`config.mk`:
```
export PLATFORM = sky130hd
export DESIGN_NAME = uart_rx_cfg
export DESIGN_NICKNAME = d
export VERILOG_FILES = /design/src/rtl/uart_rx_cfg.sv
export SDC_FILE = /design/constraint.sdc
export NUM_CORES = 1
export LEC_CHECK = 0
export CAP_MARGIN = 5
export CORE_MARGIN = 5
export CORE_UTILIZATION = 40
export CTS_CLUSTER_DIAMETER = 80
export DETAILED_ROUTE_END_ITERATION = 8
export HOLD_SLACK_MARGIN = 0.1
export PLACE_DENSITY = 0.61
export SETUP_SLACK_MARGIN = 0.15
export SYNTH_ARGS = -nofsm -noshare
export SYNTH_HDL_FRONTEND = slang
export SYNTH_SLANG_ARGS = --single-unit
```
`constraint.sdc`:
```
create_clock -name clk -period 6 [get_ports clk]
set_clock_uncertainty 0.1 [all_clocks]
set_input_delay 1.5 -clock clk [delete_from_list [all_inputs] [get_ports clk]]
set_output_delay 1.5 -clock clk [all_outputs]
set_load 0.03 [all_outputs]
```
`src/rtl/uart_rx_cfg.sv`:
```
// Configurable UART receiver: data width, parity, stop bits, valid/ready holding register.
// Define UART_RX_BREAK_DETECT_EN to add break detection (breakDet output, BREAK state).
module uart_rx_cfg #(
  parameter int Oversample = 16,
  parameter int DataWidth  = 8,
  parameter int Parity     = 0,
  parameter int StopBits   = 1
) (
  input  logic                 clk,
  input  logic                 reset,
  input  logic                 in,
  output logic [DataWidth-1:0] data,
  output logic                 valid,
  input  logic                 ready,
  output logic                 parityErr,
  output logic                 frameErr,
  output logic                 overrun,
  output logic                 busy
`ifdef UART_RX_BREAK_DETECT_EN
  ,
  output logic                 breakDet
`endif
);

  localparam int CW = $clog2(Oversample);
  localparam int BW = $clog2(DataWidth);
  localparam logic [CW-1:0] CntMid   = CW'(Oversample / 2 - 1);
  localparam logic [CW-1:0] CntEnd   = CW'(Oversample - 1);
  localparam logic [BW-1:0] BitLast  = BW'(DataWidth - 1);
  localparam logic [BW-1:0] StopLast = BW'(StopBits - 1);

  typedef enum logic [2:0] {
    S_IDLE   = 3'd0,
    S_START  = 3'd1,
    S_DATA   = 3'd2,
    S_PARITY = 3'd3,
`ifdef UART_RX_BREAK_DETECT_EN
    S_BREAK  = 3'd5,
`endif
    S_STOP   = 3'd4
  } state_e;

  function automatic logic exp_parity(input logic [DataWidth-1:0] w);
    if (Parity == 2) begin
      return ~^w;
    end else begin
      return ^w;
    end
  endfunction

  state_e                 state_q, state_d;
  logic                   sync1_q, sync_q, sync_prev_q;
  logic [CW-1:0]          cnt_q, cnt_d;
  logic [BW-1:0]          bit_idx_q, bit_idx_d;
  logic [DataWidth-1:0]   shift_q, shift_d;
  logic                   perr_q, perr_d;
  logic                   ferr_q, ferr_d;
  logic [DataWidth-1:0]   data_q, data_d;
  logic                   valid_q, valid_d;
  logic                   perr_out_q, perr_out_d;
  logic                   ferr_out_q, ferr_out_d;
  logic                   ovr_q, ovr_d;
  logic                   busy_q;
  logic                   fall_s;
  logic                   commit_s;
`ifdef UART_RX_BREAK_DETECT_EN
  logic                   zero_q, zero_d;
  logic                   brk_q, brk_d;
`endif

  assign fall_s = sync_prev_q && !sync_q;

  // Next-state, datapath and holding-register logic.
  always_comb begin
    state_d    = state_q;
    cnt_d      = cnt_q + CW'(1);
    bit_idx_d  = bit_idx_q;
    shift_d    = shift_q;
    perr_d     = perr_q;
    ferr_d     = ferr_q;
    data_d     = data_q;
    perr_out_d = perr_out_q;
    ferr_out_d = ferr_out_q;
    ovr_d      = 1'b0;
    commit_s   = 1'b0;
    valid_d    = valid_q && !ready;
`ifdef UART_RX_BREAK_DETECT_EN
    zero_d     = zero_q;
    brk_d      = 1'b0;
`endif

    case (state_q)
      S_IDLE: begin
        cnt_d = '0;
        if (fall_s) begin
          state_d = S_START;
        end else begin
          state_d = S_IDLE;
        end
      end
      S_START: begin
        if (cnt_q == CntMid) begin
          cnt_d = '0;
          if (sync_q) begin
            state_d = S_IDLE;
          end else begin
            state_d   = S_DATA;
            bit_idx_d = '0;
            perr_d    = 1'b0;
            ferr_d    = 1'b0;
`ifdef UART_RX_BREAK_DETECT_EN
            zero_d    = 1'b1;
`endif
          end
        end else begin
          state_d = S_START;
        end
      end
      S_DATA: begin
        if (cnt_q == CntEnd) begin
          cnt_d   = '0;
          shift_d = {sync_q, shift_q[DataWidth-1:1]};
`ifdef UART_RX_BREAK_DETECT_EN
          zero_d  = zero_q && !sync_q;
`endif
          if (bit_idx_q == BitLast) begin
            bit_idx_d = '0;
            state_d   = (Parity != 0) ? S_PARITY : S_STOP;
          end else begin
            bit_idx_d = bit_idx_q + BW'(1);
          end
        end else begin
          state_d = S_DATA;
        end
      end
      S_PARITY: begin
        if (cnt_q == CntEnd) begin
          cnt_d   = '0;
          perr_d  = (sync_q != exp_parity(shift_q));
          state_d = S_STOP;
`ifdef UART_RX_BREAK_DETECT_EN
          zero_d  = zero_q && !sync_q;
`endif
        end else begin
          state_d = S_PARITY;
        end
      end
      S_STOP: begin
        if (cnt_q == CntEnd) begin
          cnt_d = '0;
          if (!sync_q) begin
            ferr_d = 1'b1;
          end else begin
            ferr_d = ferr_q;
          end
`ifdef UART_RX_BREAK_DETECT_EN
          // All-zero frame through the first stop bit is a break, never committed.
          if ((bit_idx_q == '0) && zero_q && !sync_q) begin
            state_d = S_BREAK;
            brk_d   = 1'b1;
          end else if (bit_idx_q == StopLast) begin
`else
          if (bit_idx_q == StopLast) begin
`endif
            commit_s = 1'b1;
            state_d  = S_IDLE;
          end else begin
            bit_idx_d = bit_idx_q + BW'(1);
          end
        end else begin
          state_d = S_STOP;
        end
      end
`ifdef UART_RX_BREAK_DETECT_EN
      S_BREAK: begin
        if (sync_q) begin
          if (cnt_q == CntEnd) begin
            cnt_d   = '0;
            state_d = S_IDLE;
          end else begin
            state_d = S_BREAK;
          end
        end else begin
          cnt_d = '0;
        end
      end
`endif
      default: begin
        state_d = S_IDLE;
        cnt_d   = '0;
      end
    endcase

    // Dequeue has already been applied to valid_d, so a same-cycle dequeue frees the slot.
    if (commit_s) begin
      if (!valid_d) begin
        data_d     = shift_q;
        perr_out_d = perr_d;
        ferr_out_d = ferr_d;
        valid_d    = 1'b1;
      end else begin
        ovr_d = 1'b1;
      end
    end else begin
      ovr_d = 1'b0;
    end
  end

  // State, synchroniser and output registers.
  always_ff @(posedge clk) begin
    if (reset) begin
      sync1_q     <= 1'b1;
      sync_q      <= 1'b1;
      sync_prev_q <= 1'b1;
      state_q     <= S_IDLE;
      cnt_q       <= '0;
      bit_idx_q   <= '0;
      shift_q     <= '0;
      perr_q      <= 1'b0;
      ferr_q      <= 1'b0;
      data_q      <= '0;
      valid_q     <= 1'b0;
      perr_out_q  <= 1'b0;
      ferr_out_q  <= 1'b0;
      ovr_q       <= 1'b0;
      busy_q      <= 1'b0;
`ifdef UART_RX_BREAK_DETECT_EN
      zero_q      <= 1'b0;
      brk_q       <= 1'b0;
`endif
    end else begin
      sync1_q     <= in;
      sync_q      <= sync1_q;
      sync_prev_q <= sync_q;
      state_q     <= state_d;
      cnt_q       <= cnt_d;
      bit_idx_q   <= bit_idx_d;
      shift_q     <= shift_d;
      perr_q      <= perr_d;
      ferr_q      <= ferr_d;
      data_q      <= data_d;
      valid_q     <= valid_d;
      perr_out_q  <= perr_out_d;
      ferr_out_q  <= ferr_out_d;
      ovr_q       <= ovr_d;
      busy_q      <= (state_d != S_IDLE);
`ifdef UART_RX_BREAK_DETECT_EN
      zero_q      <= zero_d;
      brk_q       <= brk_d;
`endif
    end
  end

  assign data      = data_q;
  assign valid     = valid_q;
  assign parityErr = perr_out_q;
  assign frameErr  = ferr_out_q;
  assign overrun   = ovr_q;
  assign busy      = busy_q;
`ifdef UART_RX_BREAK_DETECT_EN
  assign breakDet  = brk_q;
`endif

endmodule

```
# Yosys cells after proc, flatten, opt, wreduce, memory -nomap -nowiden
# Cells that the tools add are included.
[word_totals]
regBits = 36
inputBits = 4
output_inout_bits = 13
[op_classes]
mux = 35
bitwise = 2
add_sub_neg = 2
reduce_logical = 14
n_eq_ne = 13
[op_table]
columns = ["operator", "count"]
rows = [
  ["$mux W3", 12],
  ["$mux W1", 15],
  ["$pmux W3 S5", 1],
  ["$ne A2 B2 Y1 const B", 5],
  ["$pmux W3 S3", 1],
  ["$mux W4", 2],
  ["$pmux W4 S2", 1],
  ["$reduce_xor A8 Y1", 1],
  ["$eq A3 B2 Y1 const B", 2],
  ["$eq A3 B3 Y1 const B", 2],
  ["$logic_not A3 Y1", 2],
  ["$reduce_and A6 Y1", 1],
  ["$reduce_bool A3 Y1", 2],
  ["$add A4 B1 Y4 const B", 1],
  ["$eq A4 B3 Y1 const B", 1],
  ["$eq A4 B4 Y1 const B", 1],
  ["$pmux W1 S2", 2],
  ["$reduce_and A2 Y1", 2],
  ["$add A3 B1 Y3 const B", 1],
  ["$eq A3 B1 Y1 const B", 1],
  ["$reduce_or A3 Y1", 1],
  ["$logic_and A1 B1 Y1", 2],
  ["$logic_not A1 Y1", 2],
  ["$mux W2", 1],
  ["3 further kinds", 4],
]

# Longest topological paths before layout
# Gate-level depths: netlist of run 1.
[logic_depth]
word_depth = 6
ltp_mapped = 7
mapped_depth_nobuf = 6

# Least setup slack after synthesis of run 1
# OpenSTA, ideal clock, no wires.
[synth_timing]
path_kind = "input -> register"
start = "in ready"
end = "reg data_q[0], in the netlist data[0]"
path_stages = 5
setup_ns = 0.118
setup_slack_ns = 3.518
arrival_ns = 2.264
required_time_ns = 5.782
cell_sequence = "nand2b_1 > and4_1 > clkbuf_1 > mux2i_1 > nor2_1"
[synth_via]
elab_chain_cells = 4
[synth_rtl]
columns = ["item", "line_no", "text"]
rows = [
  ["start: declaration", "14", "input logic ready,"],
  ["$logic_not A1 Y1", "86", "valid_d = valid_q && !ready;"],
  ["$logic_and A1 B1 Y1", "86", ""],
  ["$not A1 Y1 (no source line)", "--", ""],
  ["$reduce_and A2 Y1 (no source line)", "--", ""],
  ["end signal: assignment", "241", "data_q <= data_d;"],
  ["end: declaration", "58", "logic [DataWidth-1:0] data_q, data_d;"],
]
# Every way passes these cells.
# A chain may end at the register's enable or synchronous reset.

# Worst setup path in the final report of run 1
[layout_timing]
start = "reg perr_out_q, in the netlist parityErr"
end = "out parityErr"
[layout_lines]
columns = ["item", "line_no", "text"]
rows = [
  ["start: declaration", "60", "logic perr_out_q, perr_out_d;"],
  ["start signal: assignment", "243", "perr_out_q <= perr_out_d;"],
  ["end: declaration", "15", "output logic parityErr,"],
]
# No word-level cell between the ends.

==> metrics.sh, run 1 <==
CTS_HTREE_LEVELS=2
NUMBER_OF_SINKS_ON_THE_CLOCK_NET=36
TIMING.FINAL.HOLD_VIOLATIONS=0
GRT.TOTAL_USAGE=0.131
CRITICAL-PATH-MAX-STAGE-DELAY_NS=0.68
SYNTH.YOSYS.WARNINGS=0
WORST_PIN_SLEW_NS=0.517
VIAS=1273
SYNTHMOSTINSTANTIATEDCELL='sky130_fd_sc_hd__dfxtp_1'
INSERTION_DELAY_NS=0.28
RATIO_OF_CELLS_WITH_DRIVE_ABOVE_1_IN_THE_FINAL_LAYOUT=0.0851
TRITONCTS='built'
SYNTH.TOP_CELLS.BY_COUNT='sky130_fd_sc_hd__dfxtp_1, sky130_fd_sc_hd__nor2_1, sky130_fd_sc_hd__mux2i_1'
GRT_OVERFLOW_TOTAL=0
WORSTPATHARRIVAL_NS=1.31
WORSTHOLDPATHCELLS=1
GRT_FIRST_PASS_WIRELENGTH_UM=5550
CRITICALPATHCATEGORY='register to output port'
LAYOUTNONFILLERINSTCOUNT=238
NETLIST_INSTANCES=175
CLK_TRANSITION_REPORTED_PATHS_NS=0.07
ROUTED_WIRE_LENGTH_PER_INSTANCE_UM=13.5
DRC_MARKER_COUNT_FROM_THE_FIRST_DETAILED_ROUTE_ITERATION=52
TIMING.RR.END='data[4]'
CTS_SETUP_BUFFERS=0
WORST_SLACK_NS=3.09
REGTOREGSTARTPOINT='state_q[2]'
SLEW_HEADROOM=0.654
SYNTH_TOP_CELLS_BY_AREA='sky130_fd_sc_hd__dfxtp_1, sky130_fd_sc_hd__mux2i_1, sky130_fd_sc_hd__nor2_1'
PORT_BUFFERS=16
MIN_FROM='sync1_q'
POSTSYNTHNETCOUNT=183
POSTSYNTH.TOPFLOPCELL='sky130_fd_sc_hd__dfxtp_1'
POST_DETAILED_ROUTE_COUNT_OF_ANTENNA_VIOLATING_NETS=0
TIMING.FINAL.CRIT_PERIOD_NS=2.91
CELL_BY_CELL_LISTING_OF_THE_CRITICAL_PATH='clkdlybuf4s50_1'
DETAIL_ROUTE.FIRST_PASS.ITERATIONS=4
GRT_ANTENNA_BEFORE_REPAIR=0
INITIAL_UTILIZATION=0.414
CTS_INSERTED_BUFFERS=5
GRT_SETUP_UNREPAIRED='no'
CELL_VARIETY_AFTER_SYNTH=47
ANTENNA_CELLS_INSERTED=0
POST_SYNTH_INSTANCE_AREA_UM2=1670
NUM_ROWS=23
WORSTREGTOREGCELLS=4
WORSTSETUPENDPOINTTYPE='output port'
MEAN_INSTANCE_SIZE_IN_THE_SYNTHESIZED_NETLIST_UM2=9.54
CTS.ROOT.BUFFER_CELL='sky130_fd_sc_hd__clkbuf_8'
YS_SEQ_ELEMENTS=36
AREA_OF_THE_CORE_UM2=4030
CTS.REPAIR.RESIZED=0
FINAL-MAX-SLEW-VIOLATION-COUNT=0
RRSETUPSLACK_NS=3.80
WORSTPATHMAXFANOUT=2
WORST_SETUP_PATH_START_KIND='register'
PLACE.DETAILED.HPWL_UM=2240
CRITPATHREQUIREDTIME_NS=4.40
VIA_COUNT_OF_THE_FIRST_GLOBAL_ROUTING_PASS=1270
POST-PLACE-WS_NS=2.88
CTS.HOLD.BUFFERS_ADDED=0
CP_NUM_BUF_INV=1
CTS_BUFFER_DEPTH=2
NUMBER_OF_I_O_PINS=17
HOLD-PATH-ENDPOINT='sync_q'
LAYOUT.NETS=196
SYNTH_SEQUENTIAL_AREA_RATIO=0.432
AREA_GROWTH_SYN_TO_LAYOUT_PCT=15.1
LEAKAGE_nW=0.802
FINAL_SETUP_VIOLS=0
PLACED_INSTANCES=231
POSTROUTEWIRELENGTH_UM=3210
SETUP_TNS_NS=0
GP_ROUTABILITY_CONGESTION=0.815
FINALCRITPERIODSHARE=0.485
DIE_HEIGHT_UM=74.6
SYNTH-ASYNC-RESET-RATIO=0
POWERDENSITY_nW_PER_UM2=235
DRC_MARKERS=0
LARGEST_NET_DEGREE_AT_THE_START_OF_GLOBAL_ROUTING=34
RUN_STATUS='completed'
VIAS_PER_CELL=5.35
NUMBER_OF_FLOPS_MAPPED_TO_ENABLE_CELLS_BY_YOSYS=0
HOLDCRITPATHCLASS='register to register'
NETLIST.AREA_LEADER.SHARE=0.432
DIE_W_UM=74.6
TOP_CELL_TYPE_BY_TOTAL_AREA_AFTER_SYNTHESIS='sky130_fd_sc_hd__dfxtp_1'
MAX_CAP_VIOLATIONS=0
FMAX_GHz=0.344
CRITICAL_PATH.TOP_DELAY_FAMILY='buffers and inverters'
HOLD_SLACK_NS=0.306
IR_WORST_VDD_mV=0.153
CP_MAX_DELAY_CELL='sky130_fd_sc_hd__clkdlybuf4s50_1'
DIE_AREA_UM2=5560
FILLERS=388
-- sequential cells by signal (all words and copies together), names as in the netlist --
| register | flops |
|---|---|
| state_q | 3 |
| parityErr | 1 |
| busy | 1 |
| overrun | 1 |
| shift_q | 8 |
| frameErr | 1 |
| data | 8 |
| sync_prev_q | 1 |
| cnt_q | 4 |
| perr_q | 1 |
| bit_idx_q | 3 |
| ferr_q | 1 |
| sync_q | 1 |
| valid | 1 |
| sync1_q | 1 |
-- cells by family (layout without fill, tap and decap cells) --
kind of cell | Yosys count | count (layout) | share of synthesized area
buf+inv | 17 | 30 | 0.0577
simple gates | 64 | 64 | 0.199
fa+ha+maj | 4 | 4 | 0.0300
xor+xnor | 9 | 9 | 0.0555
flops | 36 | 36 | 0.432
mux | 16 | 16 | 0.0959
compound gates | 29 | 29 | 0.130
-- worst max path at each step --
stage	from	to	slack [ns]	cells after the start
2_1_floorplan	ready	data[0]	3.52	5
3_3_place_gp	ready	parityErr	2.92	5
3_5_place_dp	ready	data[4]	2.88	5
4_1_cts	data[4]	data[4]	3.09	1
5_1_grt	parityErr	parityErr	3.03	1
6_report	parityErr	parityErr	3.09	1
-- cells in the final DEF (no fill, tap or decap), drive strengths merged, types with 2 or more instances in the layout --
cell and count:
o21a 2, dfxtp 36, or2 5, nor2 25, o21ai 2, nand3 7
nand2 4, or2b 2, or3 2, clkdlybuf4s50 16, nand2b 2, a211oi 2
ha 4, nor3 5, o211ai 2, and3 2, xor2 3, xnor2 5
o211a 2, inv 6, nand3b 2, mux2i 16, clkbuf 7, a21oi 8
-- per-layer routing --
layer  vias up  track usage  part of all wire
li1        641            -                 -
met4         0       0.0553            0.0084
met2        24        0.220              0.51
met1       604        0.149              0.45
met5         -            0                 0
met3         4       0.0486             0.039
-- worst reg2reg max path, delay by kind of cell (launching register included) --
family | cells | cell delay (ns)
flip-flops | 1 | 0.62
multiplexers | 1 | 0.30
AND/OR/NAND/NOR | 3 | 1.05
-- report_power, final --
group | switching (W) | total, W | internal (W) | leakage, nW
registers | 0.00000486 | 0.000247 | 0.000242 | 0.291
clock network | 0.0000790 | 0.000181 | 0.000102 | 0.0503
logic | 0.0000123 | 0.0000228 | 0.0000105 | 0.460
-- final cells by class --
| class | count | area [um^2] | area share |
|---|---|---|---|
| flip-flops and latches | 36 | 721 | 0.375 |
| repair buffers | 17 | 168 | 0.0872 |
| clock buffers | 7 | 96.3 | 0.0501 |
| multi-input cells | 122 | 852 | 0.443 |
| inverters | 6 | 22.5 | 0.0117 |
| well taps | 50 | 62.6 | 0.0326 |
-- metrics by stage --
step / util / instance area [um^2] / total power [W]
after floorplan: - / 1670 / 0.000269
after global placement: 0.453 / 1830 / 0.000275
after detailed placement: 0.453 / 1830 / 0.000275
after CTS: 0.477 / 1920 / 0.000457
after global routing: 0.477 / 1920 / 0.000470
final: 0.477 / 1920 / 0.000451
(Power assumes the default switching activity.)
==> run 2: changes to the inputs <==
Settings changed: PLACE_DENSITY 0.61 to 0.63.
Clock period 6 ns to 2.55 ns, I/O delays scaled along.
==> metrics.sh, run 2 (synthesis gave the netlist of run 1 again) <==
RUN_STATUS='completed'
NUMBER_OF_I_O_PINS=17  # unchanged
AREA.SEQUENTIAL_UM2=721  # unchanged
MAX_CAP_VIOLATIONS=0  # unchanged
CRITPATHREQUIREDTIME_NS=1.81  # -2.59 ns
CTS.REPAIR.RESIZED=0  # unchanged
ROUTED_WIRE_LENGTH_PER_INSTANCE_UM=14.2  # +5.5%
TIMING.FINAL.CRIT_PERIOD_NS=2.07
VIAS_PER_CELL=5.34  # -0.11%
TIMING.FINAL.HOLD_VIOLATIONS=0  # unchanged
POWERDENSITY_nW_PER_UM2=577  # +150%
CTS.HOLD.BUFFERS_ADDED=0  # unchanged
WORSTSETUPENDPOINTTYPE='output port'
TRITONCTS='built'
GRT_FIRST_PASS_WIRELENGTH_UM=5950  # +7.2%
POSTROUTEWIRELENGTH_UM=3440  # +7.2%
SWITCHING_SHARE=0.215  # +0.00167
WORSTPATHARRIVAL_NS=1.33  # +0.02 ns
CLK_TRANSITION_REPORTED_PATHS_NS=0.07  # about the same
AREA_OF_THE_CORE_UM2=4030  # unchanged
RATIO_OF_CELLS_WITH_DRIVE_ABOVE_1_IN_THE_FINAL_LAYOUT=0.0990  # +0.0139
CRITICAL_PATH.TOP_DELAY_FAMILY='buffers and inverters'
GRT.TOTAL_USAGE=0.142  # +0.0108
DETAIL_ROUTE.FIRST_PASS.ITERATIONS=5  # +1
NUMBER_OF_SINKS_ON_THE_CLOCK_NET=36  # unchanged
POSTLAYOUTCELLAREA_UM2=1960  # +1.8%
FMAX_GHz=0.484
CTS.ROOT.BUFFER_CELL='sky130_fd_sc_hd__clkbuf_8'
CTS_SETUP_BUFFERS=0  # unchanged
AREA_GROWTH_SYN_TO_LAYOUT_PCT=17.2
GRT_OVERFLOW_TOTAL=0  # unchanged
MOST_COMMON_LIBRARY_CELL_IN_THE_LAYOUT_IGNORING_FILL_AND_TAPS='sky130_fd_sc_hd__dfxtp_1'
GRT_SETUP_UNREPAIRED='no'
WORST_SETUP_PATH_START_KIND='register'
PORT_BUFFERS=16  # unchanged
INTERNAL-POWER_W=0.000886  # +150%
FINALCRITPERIODSHARE=0.811
LAYOUT.NETS=199  # +1.5%
CTS_BUFFER_DEPTH=2  # unchanged
CELL_BY_CELL_LISTING_OF_THE_CRITICAL_PATH='clkdlybuf4s50_1'
DIE_AREA_UM2=5560  # unchanged
GRT_ANTENNA_BEFORE_REPAIR=0  # unchanged
SLEW_HEADROOM=0.639  # -0.0158
TIMING.RR.END='bit_idx_q[2]'
CTS_INSERTED_BUFFERS=5  # unchanged
LEAKAGE_nW=0.822  # +2.5%
SETUP_CRIT_START='data[3]'
FOOTPRINT_OF_THE_MULTI_INPUT_GATES_UM2=852  # unchanged
WORST_PIN_SLEW_NS=0.541  # +0.0236 ns
REGTOREGSTARTPOINT='state_q[0]'
DRC_MARKERS=0  # unchanged
CRIT_PATH_END='data[3]'
RRSETUPSLACK_NS=0.51  # -3.29 ns
WORSTREGTOREGCELLS=4  # unchanged
HOLDCRITPATHCLASS='register to register'
CRITICAL-PATH-MAX-STAGE-DELAY_NS=0.68  # about the same
UTILIZATION=0.485  # +0.00838
POWER_FRAC_SEQ=0.515  # -0.033
CTS_HTREE_LEVELS=2  # unchanged
NUM_ROWS=23  # unchanged
DRC_MARKER_COUNT_FROM_THE_FIRST_DETAILED_ROUTE_ITERATION=113  # +120%
PLACE_AREA_UM2=1850  # +1.2%
DIE_W_UM=74.6  # unchanged
PLACE.DETAILED.HPWL_UM=2480  # +11%
CP_MAX_DELAY_CELL='sky130_fd_sc_hd__clkdlybuf4s50_1'
CP.DEPTH=1  # unchanged
INITIAL_UTILIZATION=0.414  # unchanged
CP_NUM_BUF_INV=1  # unchanged
FILLERS=406  # +4.6%
WORSTPATHMAXFANOUT=2  # unchanged
MOSTFREQUENTLAYOUTCELLS='sky130_fd_sc_hd__dfxtp_1, sky130_fd_sc_hd__nor2_1, sky130_fd_sc_hd__mux2i_1, sky130_fd_sc_hd__clkdlybuf4s50_1'
FINAL_SETUP_VIOLS=0  # unchanged
LARGEST_NET_DEGREE_AT_THE_START_OF_GLOBAL_ROUTING=16  # -53%
IR_WORST_VDD_mV=0.248  # +62%
CRITICALPATHCATEGORY='register to output port'
DIE_HEIGHT_UM=74.6  # unchanged
SETUP_TNS_NS=0  # unchanged
NET-SWITCHING-POWER_W=0.000243  # +150%
POST_DETAILED_ROUTE_COUNT_OF_ANTENNA_VIOLATING_NETS=0  # unchanged
ANTENNA_CELLS_INSERTED=0  # unchanged
VIA_COUNT_OF_THE_FIRST_GLOBAL_ROUTING_PASS=1355  # +6.7%
VIAS=1293  # +1.6%
FINAL-MAX-SLEW-VIOLATION-COUNT=0  # unchanged
CLKPWRFRAC=0.436  # +0.034
GP_ROUTABILITY_CONGESTION=0.809  # -0.81%
POWER.SHARE.COMBINATIONAL=0.049  # -0.002
INSERTION_DELAY_NS=0.29  # about the same
run 2: power groups by stage:
stage / logic, W / registers, W / clock network [W]
final: 0.0000558 / 0.000581 / 0.000492
after global routing: 0.0000614 / 0.000582 / 0.000527
after CTS: 0.0000556 / 0.000581 / 0.000506
after detailed placement: 0.0000553 / 0.000594 / 0
after global placement: 0.0000548 / 0.000594 / 0
after floorplan: 0.0000444 / 0.000590 / 0
run 2: per-stage QoR:
| stage | hold slack [ns] | setup slack (ns) | total power (W) | cells |
|---|---|---|---|---|
| floorplan | 0.289 | 0.662 | 0.000634 | 175 |
| global placement | 0.299 | 0.387 | 0.000648 | 234 |
| detailed placement | 0.337 | 0.317 | 0.000649 | 234 |
| CTS | 0.349 | 0.467 | 0.00114 | 242 |
| global route | 0.362 | 0.348 | 0.00117 | 242 |
| finish | 0.345 | 0.482 | 0.00113 | 242 |
run 2: layout make-up:
| type | count | share of cell area |
|---|---|---|
| multi-input cells | 122 | 0.436 |
| inverters | 6 | 0.0115 |
| clock inverters | 2 | 0.0179 |
| well taps | 50 | 0.0320 |
| clock buffers | 6 | 0.0371 |
| flip-flops and latches | 36 | 0.369 |
| repair buffers | 20 | 0.0972 |
run 2: worst min-delay path by stage:
stage / from / end / slack, ns / cells after the start
final: sync1_q / sync_q / 0.35 / 1
after global routing: sync1_q / sync_q / 0.36 / 1
after CTS: sync1_q / sync_q / 0.35 / 1
after detailed placement: sync1_q / sync_q / 0.34 / 1
after global placement: sync1_q / sync_q / 0.30 / 1
after floorplan: sync1_q / sync_q / 0.29 / 1
run 2: routing by layer:
| layer | part of all wire | wire (um) | global-route usage |
|---|---|---|---|
| met5 | 0 | 0 | 0 |
| met4 | 0.025 | 85 | 0.0731 |
| met3 | 0.047 | 163 | 0.0459 |
| met2 | 0.50 | 1710 | 0.249 |
| met1 | 0.43 | 1490 | 0.150 |
==> run 3: changes to the inputs <==
Settings changed: PLACE_DENSITY 0.63 to 0.61.
Clock period 2.55 ns to 2.1 ns, I/O delays scaled along.
==> metrics.sh, run 3 (synthesis gave the netlist of run 1 again) <==
LAYOUT.NETS=204  # +2.5%
GP_ROUTABILITY_CONGESTION=0.827  # +2.3%
AREA_GROWTH_SYN_TO_LAYOUT_PCT=20.5
WORST_PIN_SLEW_NS=0.342  # -0.199 ns
LEAKAGE_nW=1.02  # +24%
SETUP_TNS_NS=0  # unchanged
WORSTPATHARRIVAL_NS=1.28  # -0.05 ns
TIMING.FINAL.CRIT_PERIOD_NS=1.91
CTS_INSERTED_BUFFERS=5  # unchanged
INSERTION_DELAY_NS=0.29  # about the same
PLACED_INSTANCES=238  # +1.7%
FINAL-MAX-SLEW-VIOLATION-COUNT=0  # unchanged
POSTROUTEWIRELENGTH_UM=3320  # -3.6%
AREA_OF_THE_CORE_UM2=4030  # unchanged
CP_NUM_BUF_INV=1  # unchanged
WORSTPATHMAXFANOUT=1  # -1
CTS.HOLD.BUFFERS_ADDED=0  # unchanged
CTS_HTREE_LEVELS=2  # unchanged
HOLDCRITPATHCLASS='register to register'
IR_WORST_VDD_mV=0.358  # +45%
CP_MAX_DELAY_CELL='sky130_fd_sc_hd__clkdlybuf4s50_1'
ANTENNA_CELLS_INSERTED=0  # unchanged
GRT_OVERFLOW_TOTAL=0  # unchanged
GRT.TOTAL_USAGE=0.136  # -0.00593
CRITPATHREQUIREDTIME_NS=1.47  # -0.34 ns
RUN_STATUS='completed'
GRT_SETUP_UNREPAIRED='no'
SLEW_HEADROOM=0.770  # +0.131
GRT_ANTENNA_BEFORE_REPAIR=0  # unchanged
CRITICAL-PATH-MAX-STAGE-DELAY_NS=0.67  # about the same
CELL_BY_CELL_LISTING_OF_THE_CRITICAL_PATH='clkdlybuf4s50_1'
TIMING.RR.END='bit_idx_q[2]'
WORST_SETUP_PATH_START_KIND='register'
CTS_BUFFER_DEPTH=2  # unchanged
SWITCHING_SHARE=0.240  # +0.0245
WORSTREGTOREGCELLS=4  # unchanged
CP.DEPTH=1  # unchanged
VIAS=1312  # +1.5%
PORT_BUFFERS=16  # unchanged
MOSTFREQUENTLAYOUTCELLS='sky130_fd_sc_hd__dfxtp_1, sky130_fd_sc_hd__nor2_1, sky130_fd_sc_hd__mux2i_1'
POST-PLACE-WS_NS=0.119  # -0.198 ns
ROUTED_WIRE_LENGTH_PER_INSTANCE_UM=13.4  # -5.5%
DRC_MARKER_COUNT_FROM_THE_FIRST_DETAILED_ROUTE_ITERATION=45  # -60%
POWER_FRAC_SEQ=0.552  # +0.037
REGTOREGSTARTPOINT='state_q[1]'
VIA_COUNT_OF_THE_FIRST_GLOBAL_ROUTING_PASS=1265  # -6.6%
CRIT_PATH_END='overrun'
MOST_COMMON_LIBRARY_CELL_IN_THE_LAYOUT_IGNORING_FILL_AND_TAPS='sky130_fd_sc_hd__dfxtp_1'
DIE_W_UM=74.6  # unchanged
FMAX_GHz=0.525
LARGEST_NET_DEGREE_AT_THE_START_OF_GLOBAL_ROUTING=15  # -1
CLK_TRANSITION_REPORTED_PATHS_NS=0.08  # about the same
TIMING.FINAL.HOLD_VIOLATIONS=0  # unchanged
POWER.SHARE.COMBINATIONAL=0.064  # +0.015
NET-SWITCHING-POWER_W=0.000304  # +25%
POWERDENSITY_nW_PER_UM2=631  # +9.3%
NUMBER_OF_SINKS_ON_THE_CLOCK_NET=36  # unchanged
MAX_CAP_VIOLATIONS=0  # unchanged
POST_DETAILED_ROUTE_COUNT_OF_ANTENNA_VIOLATING_NETS=0  # unchanged
PLACE_AREA_UM2=1880  # +1.6%
FINAL_SETUP_VIOLS=0  # unchanged
LAYOUTNONFILLERINSTCOUNT=247  # +2.1%
DIE_AREA_UM2=5560  # unchanged
POSTLAYOUTCELLAREA_UM2=2010  # +2.8%
TRITONCTS='built'
PLACE.DETAILED.HPWL_UM=2420  # -2.6%
NUM_ROWS=23  # unchanged
CRITICAL_PATH.TOP_DELAY_FAMILY='buffers and inverters'
DETAIL_ROUTE.FIRST_PASS.ITERATIONS=4  # -1
GRT_FIRST_PASS_WIRELENGTH_UM=5750  # -3.4%
WORST_SLACK_NS=0.195  # -0.287 ns
INTERNAL-POWER_W=0.000965  # +8.9%
CLKPWRFRAC=0.384  # -0.052
NUMBER_OF_I_O_PINS=17  # unchanged
RATIO_OF_CELLS_WITH_DRIVE_ABOVE_1_IN_THE_FINAL_LAYOUT=0.147  # +0.0482
SETUP_CRIT_START='overrun'
RRSETUPSLACK_NS=0.22  # -0.29 ns
CRITICALPATHCATEGORY='register to output port'
VIAS_PER_CELL=5.31  # -0.58%
UTILIZATION=0.499  # +0.0137
FINALCRITPERIODSHARE=0.907
DIE_HEIGHT_UM=74.6  # unchanged
CTS.ROOT.BUFFER_CELL='sky130_fd_sc_hd__clkbuf_8'
DRC_MARKERS=0  # unchanged
WORSTSETUPENDPOINTTYPE='output port'
INITIAL_UTILIZATION=0.414  # unchanged
==> run 3: cell types whose count changed in the layout (fill, tap and decap cells not counted), sizes merged <==
cell / previous run / this run
dlygate4sd2: 0 / 2
clkdlybuf4s50: 16 / 5
dlymetal6s2s: 0 / 9
clkinvlp: 0 / 1
bufinv: 1 / 0
buf: 4 / 9
==> run 3: worst min path at each step <==
| stage | from | to | slack [ns] | cells past startpoint |
|---|---|---|---|---|
| after CTS | sync1_q | sync_q | 0.32 | 1 |
| after floorplan | sync1_q | sync_q | 0.29 | 1 |
| after global placement | sync1_q | sync_q | 0.29 | 1 |
| final | sync1_q | sync_q | 0.32 | 1 |
| after detailed placement | sync1_q | sync_q | 0.31 | 1 |
| after global routing | sync1_q | sync_q | 0.34 | 1 |
==> run 3: power groups by stage <==
stage | clock network (W) | logic [W] | registers, W
after floorplan | 0 | 0.0000539 | 0.000716
after global placement | 0 | 0.0000787 | 0.000714
after detailed placement | 0 | 0.0000796 | 0.000715
after CTS | 0.000507 | 0.0000799 | 0.000699
after global routing | 0.000541 | 0.0000898 | 0.000701
final | 0.000487 | 0.0000816 | 0.000700
==> run 3: metrics by stage <==
step                hold slack, ns  total power [W]
finish                       0.323          0.00127
global route                 0.341          0.00133
CTS                          0.325          0.00129
detailed placement           0.306         0.000794
global placement             0.295         0.000793
floorplan                    0.289         0.000770
==> run 3: what timing repair did <==
action,CTS,global route
setup buffers,0,1
pin swaps,0,1
setup endpoints to repair,2,24
resized for setup,2,14
==> run 3: final cells by class <==
type | instances | area (um^2)
Sequential cell | 36 | 723
Multi-Input combinational cell | 122 | 866
Tap cell | 50 | 62.6
Timing Repair Buffer | 25 | 248
Fill cell | 378 | 2020
Inverter | 6 | 22.5
Clock buffer | 6 | 72.6
Clock inverter | 2 | 16.3
==> run 3: per-layer routing <==
metal  vias to the layer above  wire [um]  track usage
li1                        653          -            -
met1                       625       1490        0.162
met2                        28       1630        0.227
met3                         6        144       0.0419
met4                         0         57       0.0534
met5                         -          0            0
